<file path="src/rtl/mem_bus_router_if.sv">
// Shared encodings plus the bus bundle between the CPU memory stage, the router and its RAM/GPIO targets.
// Encodings track the CPU's common constants (exception codes and access widths).
`timescale 1ns/1ps

package mem_bus_router_pkg;
  localparam int EXCEPTION_LEN = 4;
  localparam logic [EXCEPTION_LEN-1:0] EXCEP_OK                = 4'd0;
  localparam logic [EXCEPTION_LEN-1:0] EXCEP_INVALID_MEM_READ  = 4'd5;
  localparam logic [EXCEPTION_LEN-1:0] EXCEP_INVALID_MEM_WRITE = 4'd7;
  localparam logic [1:0] MEM_WIDTH_NONE = 2'd0;
  localparam logic [1:0] MEM_WIDTH_BYTE = 2'd1;
  localparam logic [1:0] MEM_WIDTH_HALF = 2'd2;
  localparam logic [1:0] MEM_WIDTH_WORD = 2'd3;
endpackage

interface mem_bus_router_if;
  logic        req_valid_In;
  logic [31:0] req_addr_In;
  logic [31:0] req_data_In;
  logic [1:0]  req_width_In;
  logic        req_isRead_In;
  logic        req_signed_In;
  logic        req_ready_Out;
  logic        resp_valid_Out;
  logic [31:0] resp_data_Out;
  logic [mem_bus_router_pkg::EXCEPTION_LEN-1:0] resp_exception_Out;

  logic [31:0] ram_addr_Out;
  logic [31:0] ram_data_Out;
  logic [1:0]  ram_dataWidth_Out;
  logic        ram_isRead_Out;
  logic        ram_inputValid_Out;
  logic [31:0] ram_data_In;
  logic        ram_operationOK_In;
  logic [mem_bus_router_pkg::EXCEPTION_LEN-1:0] ram_exception_In;

  logic [31:0] io_addr_Out;
  logic [31:0] io_data_Out;
  logic [1:0]  io_dataWidth_Out;
  logic        io_isRead_Out;
  logic        io_inputValid_Out;
  logic [31:0] io_data_In;
  logic        io_operationOK_In;
  logic [mem_bus_router_pkg::EXCEPTION_LEN-1:0] io_exception_In;

  // Router side.
  modport slave (
    input  req_valid_In, req_addr_In, req_data_In, req_width_In, req_isRead_In, req_signed_In,
    output req_ready_Out, resp_valid_Out, resp_data_Out, resp_exception_Out,
    output ram_addr_Out, ram_data_Out, ram_dataWidth_Out, ram_isRead_Out, ram_inputValid_Out,
    input  ram_data_In, ram_operationOK_In, ram_exception_In,
    output io_addr_Out, io_data_Out, io_dataWidth_Out, io_isRead_Out, io_inputValid_Out,
    input  io_data_In, io_operationOK_In, io_exception_In
  );

  // CPU and target side.
  modport master (
    output req_valid_In, req_addr_In, req_data_In, req_width_In, req_isRead_In, req_signed_In,
    input  req_ready_Out, resp_valid_Out, resp_data_Out, resp_exception_Out,
    input  ram_addr_Out, ram_data_Out, ram_dataWidth_Out, ram_isRead_Out, ram_inputValid_Out,
    output ram_data_In, ram_operationOK_In, ram_exception_In,
    input  io_addr_Out, io_data_Out, io_dataWidth_Out, io_isRead_Out, io_inputValid_Out,
    output io_data_In, io_operationOK_In, io_exception_In
  );
endinterface

</file>
<file path="src/rtl/mem_bus_router.sv">
// Single-outstanding load/store router: decode/check, one-cycle target strobe, bounded wait for
// the target's OK, load-data extension and a one-cycle response with exception code.
`timescale 1ns/1ps

module mem_bus_router #(
  parameter logic [31:0] IO_BASE  = 32'h1000_0000,
  parameter logic [31:0] IO_SIZE  = 32'd4,
  parameter logic [31:0] RAM_BASE = 32'h8000_0000,
  parameter logic [31:0] RAM_SIZE = 32'h0001_0000,
  parameter int unsigned TIMEOUT  = 16
) (
  input logic             clk,
  input logic             rst,
  mem_bus_router_if.slave bus
);
  import mem_bus_router_pkg::*;

  typedef enum logic [1:0] {S_IDLE, S_ISSUE, S_WAIT, S_RESP} state_t;

  localparam logic [7:0] LAST_WAIT = 8'(TIMEOUT - 1);

  state_t                   r_state, w_state_next;
  logic [31:0]              r_offset, w_offset_next;
  logic [31:0]              r_data, w_data_next;
  logic [1:0]               r_width, w_width_next;
  logic                     r_is_read, w_is_read_next;
  logic                     r_signed, w_signed_next;
  logic                     r_sel_io, w_sel_io_next;
  logic                     r_sel_ram, w_sel_ram_next;
  logic [31:0]              r_resp_data, w_resp_data_next;
  logic [EXCEPTION_LEN-1:0] r_resp_exc, w_resp_exc_next;
  logic [7:0]               r_cnt, w_cnt_next;

  logic [2:0]               w_bytes;
  logic                     w_misalign;
  logic [32:0]              w_io_off, w_ram_off, w_io_end, w_ram_end;
  logic                     w_io_ok, w_ram_ok, w_fault;
  logic                     w_sel_ok;
  logic [EXCEPTION_LEN-1:0] w_sel_exc;
  logic [31:0]              w_sel_rdata, w_load_ext;
  logic [EXCEPTION_LEN-1:0] w_bad_code;

  // Address decode and legality of the incoming request (33-bit math keeps the borrow visible).
  always_comb begin
    w_bytes = 3'd0;
    unique case (bus.req_width_In)
      MEM_WIDTH_BYTE: w_bytes = 3'd1;
      MEM_WIDTH_HALF: w_bytes = 3'd2;
      MEM_WIDTH_WORD: w_bytes = 3'd4;
      default:        w_bytes = 3'd0;
    endcase
    w_misalign = ((bus.req_width_In == MEM_WIDTH_HALF) && bus.req_addr_In[0]) ||
                 ((bus.req_width_In == MEM_WIDTH_WORD) && (bus.req_addr_In[1:0] != 2'b00));
    w_io_off  = {1'b0, bus.req_addr_In} - {1'b0, IO_BASE};
    w_ram_off = {1'b0, bus.req_addr_In} - {1'b0, RAM_BASE};
    w_io_end  = w_io_off + {30'd0, w_bytes};
    w_ram_end = w_ram_off + {30'd0, w_bytes};
    w_io_ok   = !w_io_off[32] && (w_io_off[31:0] < IO_SIZE) && (w_io_end <= {1'b0, IO_SIZE});
    w_ram_ok  = !w_ram_off[32] && (w_ram_off[31:0] < RAM_SIZE) && (w_ram_end <= {1'b0, RAM_SIZE});
    w_fault   = (w_bytes == 3'd0) || w_misalign || !(w_io_ok || w_ram_ok);
  end

  // Only the selected target's return signals are ever looked at.
  always_comb begin
    w_sel_ok    = 1'b0;
    w_sel_exc   = EXCEP_OK;
    w_sel_rdata = bus.ram_data_In;
    if (r_sel_io) begin
      w_sel_ok    = bus.io_operationOK_In;
      w_sel_exc   = bus.io_exception_In;
      w_sel_rdata = bus.io_data_In;
    end else if (r_sel_ram) begin
      w_sel_ok    = bus.ram_operationOK_In;
      w_sel_exc   = bus.ram_exception_In;
      w_sel_rdata = bus.ram_data_In;
    end
    w_load_ext = w_sel_rdata;
    unique case (r_width)
      MEM_WIDTH_BYTE: w_load_ext = {{24{r_signed & w_sel_rdata[7]}}, w_sel_rdata[7:0]};
      MEM_WIDTH_HALF: w_load_ext = {{16{r_signed & w_sel_rdata[15]}}, w_sel_rdata[15:0]};
      default:        w_load_ext = w_sel_rdata;
    endcase
    w_bad_code = r_is_read ? EXCEP_INVALID_MEM_READ : EXCEP_INVALID_MEM_WRITE;
  end

  always_ff @(posedge clk) begin
    if (rst) begin
      r_state     <= S_IDLE;
      r_offset    <= '0;
      r_data      <= '0;
      r_width     <= '0;
      r_is_read   <= 1'b0;
      r_signed    <= 1'b0;
      r_sel_io    <= 1'b0;
      r_sel_ram   <= 1'b0;
      r_resp_data <= '0;
      r_resp_exc  <= EXCEP_OK;
      r_cnt       <= '0;
    end else begin
      r_state     <= w_state_next;
      r_offset    <= w_offset_next;
      r_data      <= w_data_next;
      r_width     <= w_width_next;
      r_is_read   <= w_is_read_next;
      r_signed    <= w_signed_next;
      r_sel_io    <= w_sel_io_next;
      r_sel_ram   <= w_sel_ram_next;
      r_resp_data <= w_resp_data_next;
      r_resp_exc  <= w_resp_exc_next;
      r_cnt       <= w_cnt_next;
    end
  end

  always_comb begin
    w_state_next     = r_state;
    w_offset_next    = r_offset;
    w_data_next      = r_data;
    w_width_next     = r_width;
    w_is_read_next   = r_is_read;
    w_signed_next    = r_signed;
    w_sel_io_next    = r_sel_io;
    w_sel_ram_next   = r_sel_ram;
    w_resp_data_next = r_resp_data;
    w_resp_exc_next  = r_resp_exc;
    w_cnt_next       = r_cnt;
    unique case (r_state)
      S_IDLE: begin
        if (bus.req_valid_In) begin
          w_data_next      = bus.req_data_In;
          w_width_next     = bus.req_width_In;
          w_is_read_next   = bus.req_isRead_In;
          w_signed_next    = bus.req_signed_In;
          w_resp_data_next = '0;
          if (w_fault) begin
            w_sel_io_next   = 1'b0;
            w_sel_ram_next  = 1'b0;
            w_offset_next   = '0;
            w_resp_exc_next = bus.req_isRead_In ? EXCEP_INVALID_MEM_READ : EXCEP_INVALID_MEM_WRITE;
            w_state_next    = S_RESP;
          end else begin
            w_sel_io_next   = w_io_ok;
            w_sel_ram_next  = !w_io_ok;
            w_offset_next   = w_io_ok ? w_io_off[31:0] : w_ram_off[31:0];
            w_resp_exc_next = EXCEP_OK;
            w_state_next    = S_ISSUE;
          end
        end
      end
      S_ISSUE: begin
        if (w_sel_exc != EXCEP_OK) begin
          w_resp_exc_next = w_sel_exc;
          w_state_next    = S_RESP;
        end else begin
          w_cnt_next   = '0;
          w_state_next = S_WAIT;
        end
      end
      S_WAIT: begin
        if (w_sel_ok) begin
          w_resp_data_next = r_is_read ? w_load_ext : 32'd0;
          w_resp_exc_next  = EXCEP_OK;
          w_state_next     = S_RESP;
        end else if (r_cnt == LAST_WAIT) begin
          w_resp_exc_next = w_bad_code;
          w_state_next    = S_RESP;
        end else begin
          w_cnt_next = r_cnt + 8'd1;
        end
      end
      S_RESP: begin
        w_sel_io_next  = 1'b0;
        w_sel_ram_next = 1'b0;
        w_state_next   = S_IDLE;
      end
      default: w_state_next = S_IDLE;
    endcase
  end

  assign bus.req_ready_Out      = (r_state == S_IDLE);
  assign bus.resp_valid_Out     = (r_state == S_RESP);
  assign bus.resp_data_Out      = r_resp_data;
  assign bus.resp_exception_Out = r_resp_exc;

  // Unselected target sees all-zero fields, not just a low strobe.
  assign bus.io_inputValid_Out  = (r_state == S_ISSUE) && r_sel_io;
  assign bus.io_addr_Out        = r_sel_io ? r_offset : 32'd0;
  assign bus.io_data_Out        = r_sel_io ? r_data : 32'd0;
  assign bus.io_dataWidth_Out   = r_sel_io ? r_width : 2'd0;
  assign bus.io_isRead_Out      = r_sel_io && r_is_read;

  assign bus.ram_inputValid_Out = (r_state == S_ISSUE) && r_sel_ram;
  assign bus.ram_addr_Out       = r_sel_ram ? r_offset : 32'd0;
  assign bus.ram_data_Out       = r_sel_ram ? r_data : 32'd0;
  assign bus.ram_dataWidth_Out  = r_sel_ram ? r_width : 2'd0;
  assign bus.ram_isRead_Out     = r_sel_ram && r_is_read;

endmodule

</file>
<file path="src/flat_wrapper.sv">
// flat-port wrapper written by rule: the top's interface ports become plain ports
module mem_bus_router_flat import mem_bus_router_pkg::*;
#(
  parameter logic [31:0] IO_BASE  = 32'h1000_0000,
  parameter logic [31:0] IO_SIZE  = 32'd4,
  parameter logic [31:0] RAM_BASE = 32'h8000_0000,
  parameter logic [31:0] RAM_SIZE = 32'h0001_0000,
  parameter int unsigned TIMEOUT  = 16
)
  (clk, rst, bus_req_valid_In, bus_req_addr_In, bus_req_data_In, bus_req_width_In, bus_req_isRead_In, bus_req_signed_In, bus_req_ready_Out, bus_resp_valid_Out, bus_resp_data_Out, bus_resp_exception_Out, bus_ram_addr_Out, bus_ram_data_Out, bus_ram_dataWidth_Out, bus_ram_isRead_Out, bus_ram_inputValid_Out, bus_ram_data_In, bus_ram_operationOK_In, bus_ram_exception_In, bus_io_addr_Out, bus_io_data_Out, bus_io_dataWidth_Out, bus_io_isRead_Out, bus_io_inputValid_Out, bus_io_data_In, bus_io_operationOK_In, bus_io_exception_In);
  mem_bus_router_if bus_i ();
  input logic clk;
  input logic rst;
  input wire logic [$bits(bus_i.req_valid_In)-1:0] bus_req_valid_In;
  input wire logic [$bits(bus_i.req_addr_In)-1:0] bus_req_addr_In;
  input wire logic [$bits(bus_i.req_data_In)-1:0] bus_req_data_In;
  input wire logic [$bits(bus_i.req_width_In)-1:0] bus_req_width_In;
  input wire logic [$bits(bus_i.req_isRead_In)-1:0] bus_req_isRead_In;
  input wire logic [$bits(bus_i.req_signed_In)-1:0] bus_req_signed_In;
  output wire logic [$bits(bus_i.req_ready_Out)-1:0] bus_req_ready_Out;
  output wire logic [$bits(bus_i.resp_valid_Out)-1:0] bus_resp_valid_Out;
  output wire logic [$bits(bus_i.resp_data_Out)-1:0] bus_resp_data_Out;
  output wire logic [$bits(bus_i.resp_exception_Out)-1:0] bus_resp_exception_Out;
  output wire logic [$bits(bus_i.ram_addr_Out)-1:0] bus_ram_addr_Out;
  output wire logic [$bits(bus_i.ram_data_Out)-1:0] bus_ram_data_Out;
  output wire logic [$bits(bus_i.ram_dataWidth_Out)-1:0] bus_ram_dataWidth_Out;
  output wire logic [$bits(bus_i.ram_isRead_Out)-1:0] bus_ram_isRead_Out;
  output wire logic [$bits(bus_i.ram_inputValid_Out)-1:0] bus_ram_inputValid_Out;
  input wire logic [$bits(bus_i.ram_data_In)-1:0] bus_ram_data_In;
  input wire logic [$bits(bus_i.ram_operationOK_In)-1:0] bus_ram_operationOK_In;
  input wire logic [$bits(bus_i.ram_exception_In)-1:0] bus_ram_exception_In;
  output wire logic [$bits(bus_i.io_addr_Out)-1:0] bus_io_addr_Out;
  output wire logic [$bits(bus_i.io_data_Out)-1:0] bus_io_data_Out;
  output wire logic [$bits(bus_i.io_dataWidth_Out)-1:0] bus_io_dataWidth_Out;
  output wire logic [$bits(bus_i.io_isRead_Out)-1:0] bus_io_isRead_Out;
  output wire logic [$bits(bus_i.io_inputValid_Out)-1:0] bus_io_inputValid_Out;
  input wire logic [$bits(bus_i.io_data_In)-1:0] bus_io_data_In;
  input wire logic [$bits(bus_i.io_operationOK_In)-1:0] bus_io_operationOK_In;
  input wire logic [$bits(bus_i.io_exception_In)-1:0] bus_io_exception_In;
  assign bus_i.req_valid_In = bus_req_valid_In;
  assign bus_i.req_addr_In = bus_req_addr_In;
  assign bus_i.req_data_In = bus_req_data_In;
  assign bus_i.req_width_In = bus_req_width_In;
  assign bus_i.req_isRead_In = bus_req_isRead_In;
  assign bus_i.req_signed_In = bus_req_signed_In;
  assign bus_req_ready_Out = bus_i.req_ready_Out;
  assign bus_resp_valid_Out = bus_i.resp_valid_Out;
  assign bus_resp_data_Out = bus_i.resp_data_Out;
  assign bus_resp_exception_Out = bus_i.resp_exception_Out;
  assign bus_ram_addr_Out = bus_i.ram_addr_Out;
  assign bus_ram_data_Out = bus_i.ram_data_Out;
  assign bus_ram_dataWidth_Out = bus_i.ram_dataWidth_Out;
  assign bus_ram_isRead_Out = bus_i.ram_isRead_Out;
  assign bus_ram_inputValid_Out = bus_i.ram_inputValid_Out;
  assign bus_i.ram_data_In = bus_ram_data_In;
  assign bus_i.ram_operationOK_In = bus_ram_operationOK_In;
  assign bus_i.ram_exception_In = bus_ram_exception_In;
  assign bus_io_addr_Out = bus_i.io_addr_Out;
  assign bus_io_data_Out = bus_i.io_data_Out;
  assign bus_io_dataWidth_Out = bus_i.io_dataWidth_Out;
  assign bus_io_isRead_Out = bus_i.io_isRead_Out;
  assign bus_io_inputValid_Out = bus_i.io_inputValid_Out;
  assign bus_i.io_data_In = bus_io_data_In;
  assign bus_i.io_operationOK_In = bus_io_operationOK_In;
  assign bus_i.io_exception_In = bus_io_exception_In;
  mem_bus_router #(.IO_BASE(IO_BASE), .IO_SIZE(IO_SIZE), .RAM_BASE(RAM_BASE), .RAM_SIZE(RAM_SIZE), .TIMEOUT(TIMEOUT)) u_core (.clk(clk), .rst(rst), .bus(bus_i));
endmodule
</file>
<file path="config.mk">
export PLATFORM = sky130hd
export DESIGN_NAME = mem_bus_router_flat
export DESIGN_NICKNAME = d
export VERILOG_FILES = /design/src/rtl/mem_bus_router_if.sv /design/src/rtl/mem_bus_router.sv /design/src/flat_wrapper.sv
export SDC_FILE = /design/constraint.sdc
export NUM_CORES = 1
export LEC_CHECK = 0
export ABC_AREA = 0
export CORE_ASPECT_RATIO = 1.75
export CORE_UTILIZATION = 40
export DETAILED_ROUTE_END_ITERATION = 10
export GPL_TIMING_DRIVEN = 0
export PLACE_DENSITY_LB_ADDON = 0.25
export SYNTH_ARGS = -nofsm -noshare
export SYNTH_HDL_FRONTEND = slang
export SYNTH_SLANG_ARGS = --single-unit
</file>
<file path="constraint.sdc">
create_clock -name clk -period 4.1 [get_ports clk]
set_clock_uncertainty 0.1 [all_clocks]
set_input_delay 0.82 -clock clk [delete_from_list [all_inputs] [get_ports clk]]
set_output_delay 0.82 -clock clk [all_outputs]
set_load 0.05 [all_outputs]
</file>
==> results.md <==
- The share of total power dissipated in combinational logic is 0.269.
- The floorplan core area is 16,000 µm².
- The worst ir drop on vdd is 0.301 mV.
- The repair_antennas step left the layout with diodes totalling 0.
- The first global-routing pass estimated between 30 and 40 mm of wire.
- The number of placed instances with taps included is 1,343.
- Summed over all cells, the static leakage comes to 4.23 nW.
- The area fraction of the dominant cell type after synthesis is 0.351.
- The netlist uses 63 different library cells.
- The class of the most critical setup path is register to primary output.
- The total non-filler cell area in the finished layout is 10,700 µm².
- The sort of element at the start of the critical path is a register.
- Row generation in the floorplan step produced 61 rows.
- Summing all flip-flop and latch instances after layout gives 2320 µm².
- The maximum root-to-sink buffer count is 2.
- The hold path startpoint is u_core.r_offset[23].
- The portion of synthesized area spent on multiplexers is 0.0550.
- The all-layer global routing usage is 0.290.
- From left edge to right edge, the die measures 99.2 µm.
- The initial utilization of the core area, before any placement, comes to 0.413.
- Summing all multi-input logic gate instances after layout gives between 4000 and 5000 µm².
- The number of maximum-capacitance violations is 0.
- The total of warnings raised by yosys is 0.
- The setup TNS is 0 ns.
- The share of total power dissipated in the clock network is 0.399.
- The smallest setup slack after layout is approximately 0.17 ns.
- The worst-margin pin slew is 0.765 ns.
- The number of synthesized flops with an enable pin is 0.
- The power density of the placed cells is between 300 and 400 nW/µm².
- The total standard cell area after synthesis is 6620 µm².
- The clock edge transition at the registers on the reported setup and hold paths is 0.06 ns.
- Of the total synthesized cell area, the portion taken by full adders, half adders and majority gates is 0.0314.
- Entering global routing, the biggest net connects 17 pins.
- The detailed-placement wirelength estimate is about 20 mm.
- The category of cells accounting for the largest share of critical-path delay is buffers and inverters.
- The simple logic cell fraction of the synthesized area is 0.333.
- The fraction of final layout cells with drive strength greater than 1 is 0.0622.
- The level count of the clock H-tree is 4.
- After filler insertion, the fill cell instance count of the layout stands at between 1,000 and 1,500.
- The synthesized design spends more area on one cell type than any other, namely dfxtp_1.
- The minimum clock period is slightly below 4 ns.
- The final count of pins violating max slew is 0.
- The post-synthesis area per instance is 7.88 µm².
- The count of clock tree sinks is 116.
- The net count reported at finish is 1,340.
- After detailed routing, the total wire length is 25.4 mm.
- The cell type of the slowest stage on the worst timing path is clkdlybuf4s50_1.
- The via count of the first global-routing pass was 7,106.
- The worst register-to-register path ends at u_core.bus.resp_data_Out[26].
- Of the total power, the share spent switching nets is 0.327.
- Clock tree synthesis selected as its root buffer the cell clkbuf_16.
- The number of nets with antenna violations after detailed routing is 0.
- The commonest register cell after synthesis is dfxtp_1.
- The sequential cell area fraction in the yosys report is 0.351.
- The internal power of the cells totals between 2 and 3 mW.
- The number of nets produced by synthesis is 1,001.
- In the finished design, the share of the clock period the worst path needs comes to 0.959.
- The core occupancy in the finished layout is 0.669.
- The wire length per cell is roughly 18 µm.
- By count the netlist is led by 140 x and2_1, 116 x dfxtp_1, 116 x nand2_1.
- The total power after layout is 3.88 mW.
- The post-detailed-placement cell area is 10000 µm².
- For this block, the initial DRC count from the detailed router was 300.
- The most common cell type on the critical path is clkbuf_2.
- The end point of the most critical hold path is u_core.r_offset[23].
- The worst-case headroom to the max-slew limit is 0.490.
- The proportion of synthesized flip-flops having asynchronous set or reset is 0.
- The number of cells produced by synthesis is 840.
- Global routing finished with a remaining overflow of 0.
- Buffers inserted during clock tree synthesis total 17.
- By area, the combinational part of the netlist is dominated by simple AND/OR/NAND/NOR gates.
- The number of hold-slack violations in the final timing report came to 0.
- The setup slack of the most critical reg-to-reg path is 1.01 ns.
- For this run, the slowest stage of the critical path takes 0.80 ns.
- Dividing the detail-routed via count by the number of cells gives 5.36.
- and2_1 is the most common cell in the netlist.
- The floorplan die height is approximately 170 µm.
- The vias after detailed routing is 7,391.
- The final estimated routing congestion in global placement is 0.962.
- The post-layout instance count excluding filler cells is about 1,400.
- Together, buffers and inverters on the worst path number 4.
- Setup repair after global routing left no endpoint under its margin.
- The growth of design area from synthesis to finish is 62.1%.
- Derived from the worst setup path, the maximum achievable clock frequency is 254 MHz.
- The insertion delay of the later-clocked pin in the worst-skew pair is 0.41 ns.
- In this run the worst path has a maximum fanout of 10.
- The sequential share of power is 0.332.
- The number of antenna violations at the first check in global routing is 0.
- The worst endpoint required time is ~3.2 ns.
- The hold slack is 0.350 ns.
- The cell depth of the worst min-delay path is 2.
- Yosys attributes the largest share of cell area to dfxtp_1 35%, and2_1 13%, a21oi_1 6.9%, nand2_1 6.6%, mux2i_1 5.0%.
- The flow ran to the end, and the final reports show no timing, DRC or antenna violations.
- The CTS tree is done.
- For the worst setup path, the data arrival time is 3.01 ns.
- The synthesized design contains about 120 register bits.
- The critical path goes through clkbuf_2 > clkbuf_4 > clkbuf_2 > and2_1 > clkdlybuf4s50_1.
- Setup violations remaining at the end of the flow were counted as 0.
- The die covers around 17,000 µm².
- The count of buffers added on input and output ports is around 310.
- The worst register-to-register path begins at u_core.r_sel_ram.
- The fraction of the mapped netlist area in compound gates came to 0.170.
- The worst setup path is captured at a primary output.
- Of the total synthesized cell area, the portion taken by XOR and XNOR cells is 0.0199.
- The number of top-level pins is 319.
- The number of cells traversed by the worst register-to-register path is 10.
- The DRC violation count after routing is 0.
- The tightest min-delay check is of the register to register type.
- Before CTS, the worst setup slack after placement is -0.812 ns.
- Before antenna repair, the detailed router went through 7 iterations.
- The net switching power is 1.27 mW.
==> cell type report <==
| cell class | count | share of cell area |
|---|---|---|
| multi-input combinational | 657 | 0.386 |
| clock inverter | 10 | 0.0147 |
| buffer | 51 | 0.0202 |
| clock buffer | 20 | 0.0416 |
| timing repair buffer | 321 | 0.294 |
| tap | 189 | 0.0220 |
| sequential | 116 | 0.217 |
| inverter | 15 | 0.00525 |
==> power by group through the flow <==
stage,Clock [mW],Combinational (mW),Sequential [mW]
floorplan,0,0.585,1.33
global placement,0,1.01,1.30
detailed placement,0,1.02,1.31
CTS,1.56,1.04,1.29
global route,1.61,1.13,1.30
finish,1.55,1.04,1.29
==> layout by cell type (no fill, tap or decap), types with 10 or more instances in the layout <==
cell type        Yosys  routed
clkdlybuf4s50_1      0     271
and2_1             140     140
nand2_1            116     116
dfxtp_1            116     116
a21oi_1             91      89
nor2_1              60      59
dlygate4sd2_1        0      41
clkbuf_1            44      39
mux2i_1             33      33
a22o_1              19      19
nand4_1             18      18
o21ai_0             17      17
clkbuf_16            0      17
inv_1               15      15
ha_1                15      15
nor3_1              15      14
nand3_1             15      14
a22oi_1             11      11
nor4_1              12      10
==> how the worst max path moves through the flow <==
stage	endpoint	start	cells past startpoint	slack, ns
2_1_floorplan	u_core.r_offset[10]	bus_req_width_In[0]	13	0.33
3_3_place_gp	u_core.r_offset[15]	bus_req_width_In[0]	14	-0.82
3_5_place_dp	u_core.r_offset[16]	bus_req_width_In[0]	14	-0.81
4_1_cts	bus_io_addr_Out[1]	u_core.r_sel_io	6	0.002
5_1_grt	bus_io_addr_Out[6]	u_core.r_sel_io	5	0.02
6_report	bus_io_addr_Out[1]	u_core.r_sel_io	5	0.17
==> layer usage <==
metal / vias to the layer above / routed length [µm] / track usage
met2: 276 / 14100 / 0.583
met4: 0 / 759 / 0.118
met5: - / 0 / 0
met1: 3468 / 8940 / 0.283
met3: 42 / 1570 / 0.0558
li1: 3605 / - / -
==> cell families (layout without fill, tap and decap cells) <==
family,count (synthesis),in the layout
xor gates and xnor gates,15,15
DFF,116,116
AOI/OAI and AO/OA,179,179
muxes,36,36
and+or+nand+nor,411,411
adders and majority gates,16,16
buffers and inverters,67,417
==> worst reg2reg max path: stages, from the launching register on <==
cell and delay, ns:
dfxtp_1 0.59, nor2b_1 0.39, a22oi_1 0.14, nand2_1 0.17, o21ai_1 0.19, nor2_1 0.48, nand2_1 0.31, clkbuf_1 0.31
a21oi_1 0.18, a21oi_1 0.06, nor2_1 0.11
==> flip-flops by register name, indices dropped and copies added (netlist names) <==
name                           flops
u_core.bus.resp_data_Out          32
u_core.r_is_read                   1
u_core.r_sel_ram                   1
u_core.r_data                     32
u_core.r_offset                   32
u_core.r_cnt                       8
u_core.r_state                     2
u_core.bus.resp_exception_Out      4
u_core.r_signed                    1
u_core.r_width                     2
u_core.r_sel_io                    1
==> repair_timing <==
item | 4_1_cts | 5_1_grt
resized for setup | 57 | 18
cloned | 1 | 0
endpoints found under the setup margin | 98 | 51
setup buffers | 5 | 1
pin swaps | 4 | 1
hold buffers | 0 | 0
Power figures use the tool's default switching activity.
